==> src/rtl/mult_pkg.sv <==
// Shared types and constants for the sequential Booth multiplier.
package mult_pkg;

  typedef enum logic [1:0] {
    IDLE = 2'd0,
    RUN  = 2'd1,
    DONE = 2'd2
  } mult_state_t;

  localparam int MULT_WIDTH = 32;
  localparam int MULT_ITERS = 32;
  localparam int MULT_CNT_W = 6;

endpackage

==> src/rtl/mult_booth_step.sv <==
// One radix-2 Booth iteration: conditional add/subtract of the multiplicand
// followed by an arithmetic right shift of {acc,q,q_1}.
module booth_step
  import mult_pkg::*;
#(
  parameter int WIDTH = MULT_WIDTH
) (
  input  logic signed [WIDTH:0]   acc,
  input  logic        [WIDTH-1:0] q,
  input  logic                    q_1,
  input  logic signed [WIDTH:0]   m,
  output logic signed [WIDTH:0]   acc_nxt,
  output logic        [WIDTH-1:0] q_nxt,
  output logic                    q_1_nxt
);

  logic signed [WIDTH:0] sum;

  always_comb begin
    sum = acc;
    unique case ({q[0], q_1})
      2'b01:   sum = acc + m;
      2'b10:   sum = acc - m;
      default: sum = acc;
    endcase
    // The bit shifted out of acc becomes the new top bit of q.
    acc_nxt = sum >>> 1;
    q_nxt   = {sum[0], q[WIDTH-1:1]};
    q_1_nxt = q[0];
  end

endmodule

==> src/rtl/mult.sv <==
// Sequential signed WIDTH x WIDTH Booth multiplier with init/stop handshake;
// result is registered into hi/lo with a one-cycle done pulse.
module mult
  import mult_pkg::*;
#(
  parameter int WIDTH = MULT_WIDTH
) (
  input  logic             clk,
  input  logic             rst,
  input  logic [WIDTH-1:0] a,
  input  logic [WIDTH-1:0] b,
  input  logic             init,
  input  logic             stop,
  output logic [WIDTH-1:0] hi,
  output logic [WIDTH-1:0] lo,
  output logic             done
);

  mult_state_t                  state;
  logic signed [WIDTH:0]        m;
  logic signed [WIDTH:0]        acc;
  logic        [WIDTH-1:0]      q;
  logic                         q_1;
  logic        [MULT_CNT_W-1:0] cnt;

  logic signed [WIDTH:0]        acc_nxt;
  logic        [WIDTH-1:0]      q_nxt;
  logic                         q_1_nxt;

  booth_step #(.WIDTH(WIDTH)) u_step (
    .acc     (acc),
    .q       (q),
    .q_1     (q_1),
    .m       (m),
    .acc_nxt (acc_nxt),
    .q_nxt   (q_nxt),
    .q_1_nxt (q_1_nxt)
  );

  always_ff @(posedge clk or posedge rst) begin
    if (rst) begin
      state <= IDLE;
      m     <= '0;
      acc   <= '0;
      q     <= '0;
      q_1   <= 1'b0;
      cnt   <= '0;
      hi    <= '0;
      lo    <= '0;
      done  <= 1'b0;
    end else begin
      done <= 1'b0;
      // Abort dominates everything, including a result about to be written.
      if (stop) begin
        state <= IDLE;
      end else begin
        unique case (state)
          IDLE: begin
            if (init) begin
              m     <= $signed({a[WIDTH-1], a});
              acc   <= '0;
              q     <= b;
              q_1   <= 1'b0;
              cnt   <= MULT_CNT_W'(WIDTH);
              state <= RUN;
            end
          end
          RUN: begin
            acc <= acc_nxt;
            q   <= q_nxt;
            q_1 <= q_1_nxt;
            cnt <= cnt - MULT_CNT_W'(1);
            if (cnt == MULT_CNT_W'(1)) state <= DONE;
          end
          DONE: begin
            hi    <= acc[WIDTH-1:0];
            lo    <= q;
            done  <= 1'b1;
            state <= IDLE;
          end
          default: state <= IDLE;
        endcase
      end
    end
  end

endmodule

==> config.mk <==
export PLATFORM = sky130hd
export DESIGN_NAME = mult
export DESIGN_NICKNAME = d
export VERILOG_FILES = /design/src/rtl/mult_pkg.sv /design/src/rtl/mult_booth_step.sv /design/src/rtl/mult.sv
export SDC_FILE = /design/constraint.sdc
export NUM_CORES = 1
export LEC_CHECK = 0
export CAP_MARGIN = 30
export CORE_UTILIZATION = 40
export CTS_CLUSTER_DIAMETER = 50
export DETAILED_ROUTE_END_ITERATION = 8
export PLACE_DENSITY = 0.68
export SLEW_MARGIN = 10
export SYNTH_ARGS = -nofsm -noshare
export SYNTH_HDL_FRONTEND = slang
export SYNTH_SLANG_ARGS = --single-unit
==> constraint.sdc <==
create_clock -name clk -period 5.65 [get_ports clk]
set_input_delay 1.13 -clock clk [delete_from_list [all_inputs] [get_ports clk]]
set_output_delay 1.13 -clock clk [all_outputs]
set_load 0.05 [all_outputs]
==> metrics <==
Post-synth EDFFs=0; Worst Path Required=approximately 6 ns; post-route ant nets=0; CTS Hold Bufs=0; cell count after synthesis=902; Placer Congestion=approximately 0.90; setup ws final=1.13 ns; WL met1=10800 um; Setup Buffers After CTS=0; Clock Path Buffers=2; final cell area excluding filler cells=approximately 11000 um2; critical path data arrival time=4.79 ns; CTS tree=done; sequential share of the synthesized area=45.9%; I/O pins=about 130; leak pwr=approximately 5.2 nW; largest net degree at the start of global routing=between 150 and 200; H-Tree Depth=4; ys flop type=dfrtp_1; die height=about 150 um; cell taking the most area after synthesis=dfrtp_1; vias in the first global route=around 6900; asr flop ratio synth=between 90% and 100%; initial DRC count=around 350; most frequent cells in the layout=dfrtp_1 (170), clkdlybuf4s50_1 (132), o21ai_0 (91), mux2_2 (90), nand2_1 (84); highest routed layer=met4; chip width=154 um; top cells by area, synth=dfrtp_1 (46%), mux2_2 (11%), o21ai_0 (4.9%), ha_1 (4.9%), xnor2_1 (4.2%); fraction of layout cells with a size suffix above 1=13.8%; CP Capture Type=register; final setup violation count=0; Worst VDD drop=just over 200 uV; Setup TNS=0 ns; Syn Nets=1007; DRC=0; Final Hold Vio Count=0; placed cell area=10900 um2; Worst Max-Slew Pin Slew=between 0.9 and 1 ns; Row Count=55; total power=5.12 mW; drt total wl=around 22000 um; top-area cell type share of the netlist area=a little under half; total CTS buffers=17; root buf cell=clkbuf_16; Core Box Area=approximately 23000 um2; yosys warns=0; post-synthesis cell type count=57; metal2 WL=just under 10000 um; crit start category=register; Cell Area, Synth=9280 um2; Skew-Pair Late Insertion Delay=0.43 ns; DR WL/cell=about 16 um; fin crit share=about four fifths; initial antenna violation count=0; WL met3=just over 1000 um; Final min period=between 4 and 5 ns; status=completed; vias=a little over 7000; Pre-antenna DRT Iters=5; commonest non-fill, non-tap cell in the layout=dfrtp_1; Initial Util=roughly 41%; Setup Skew=0.0110 ns; Crit Path Max Fanout=5; WS Path Type=register to register; DR vias/cell=approximately 5.4; Synth Register Bits=170; Final #Nets=about 1100; Die ar.=approximately 24000 um2; gr ovfl total=0; WHS=between 0.5 and 0.6 ns; Final HPWL DP=15500 um; Avg Synthesized Cell Area=10.3 um2; I/O Buffers=roughly 130; first-pass GRT wire length=between 30000 and 40000 um; worst hold path type=register to register; power per cell area=445 nW/um2; clock slew at reported path FFs=roughly 0.07 ns; Fmax=~0.22 GHz; Global Route Usage Sum=between 10% and 20%; max_cap viols=0; # diodes=0; Layout area overhead=24.0%; clk sinks=170; dpl ws=roughly 1.2 ns; RSZ-0062 raised after global routing=false; PostCTS Resize Cnt=0; final slew viol count=0; max_slew headroom=a little under two fifths
==> through the flow <==
| step | utilization (%) | instances |
|---|---|---|
| finish | 50.6 | 1318 |
| global route | 50.6 | 1318 |
| CTS | 50.6 | 1318 |
| detailed placement | 48.0 | 1286 |
| global placement | 48.0 | 1286 |
| floorplan | - | 902 |
==> worst max-delay path: stages (launching register included) <==
cell      delay [ns]
dfrtp_1         0.43
nor3_1          0.36
nor4b_1         0.58
nand2_1         0.17
nor3_1          0.34
nor2_1          0.09
xnor2_1         0.14
ha_1            0.35
a21o_1          0.23
a21oi_1         0.16
nor2_1          0.06
a211o_1         0.31
a221o_1         0.39
a2111o_1        0.46
mux2i_1         0.18
o221ai_1        0.12
==> cells in the mapped netlist (8+ instances only) <==
library cell  number
a21o_1            14
a21oi_1           58
a31oi_1            9
a32oi_1           13
clkbuf_1          42
dfrtp_1          170
ha_1              36
inv_1             20
mux2_2            90
mux2i_1           37
nand2_1           84
nor2_1            57
nor3_1            18
o21a_1             8
o21ai_0           91
xnor2_1           44
xor2_1            14
==> power by group <==
group | switching [mW] | leakage [nW] | internal (mW)
Sequential | 0.279 | 2.23 | 1.46
Combinational | 1.26 | 2.68 | 0.940
Clock | 0.504 | 0.280 | 0.670
==> metal layers <==
layer  vias to the layer above  global-route usage [%]
met5                         -                       0
met4                         0                    5.00
met3                        16                    3.25
met2                       205                    29.1
met1                      3366                    26.9
li1                       3490                       -
==> cells by family (layout without fill, tap and decap cells) <==
logic type,count (synthesis),in the layout,share of synthesized area [%]
buffers and inverters,63,194,2.55
adder cells (fa/ha/maj),37,37,5.07
AND/OR/NAND/NOR,207,207,10.0
multiplexers,127,127,14.9
AO/OA/AOI/OAI,240,240,16.1
XOR/XNOR,58,58,5.48
flip-flops,170,170,45.9
==> registers in the layout, indices dropped and copies added, names as in the netlist <==
register / count
state: 2
done: 1
acc: 32
m: 32
q_1: 1
lo: 32
q: 32
cnt: 6
hi: 32
==> worst paths after layout <==
check | start | to | slack (ns) | depth (start not counted)
setup / recovery | m[2]$_DFFE_PP0P_ | acc[27]$_DFFE_PP0P_ | 1.13 | 15
hold / removal | q[10]$_DFFE_PP0P_ | q[10]$_DFFE_PP0P_ | 0.50 | 2
setup reg to reg | m[2]$_DFFE_PP0P_ | acc[27]$_DFFE_PP0P_ | 1.13 | 15
hold reg to reg | q[10]$_DFFE_PP0P_ | q[10]$_DFFE_PP0P_ | 0.50 | 2
max in group asynchronous | rst | acc[29]$_DFFE_PP0P_ | 3.69 | 3
min in group asynchronous | rst | q[24]$_DFFE_PP0P_ | 1.34 | 3
==> final cells by class <==
type / instances / area [um2]
clock inverters: 12 / 141
well taps: 285 / 357
clock buffers: 20 / 447
repair buffers: 142 / 1410
fillers: 2109 / 11200
flip-flops and latches: 170 / 4250
inverters: 20 / 78.8
multi-input cells: 669 / 4810
(Power assumes the default switching activity.)
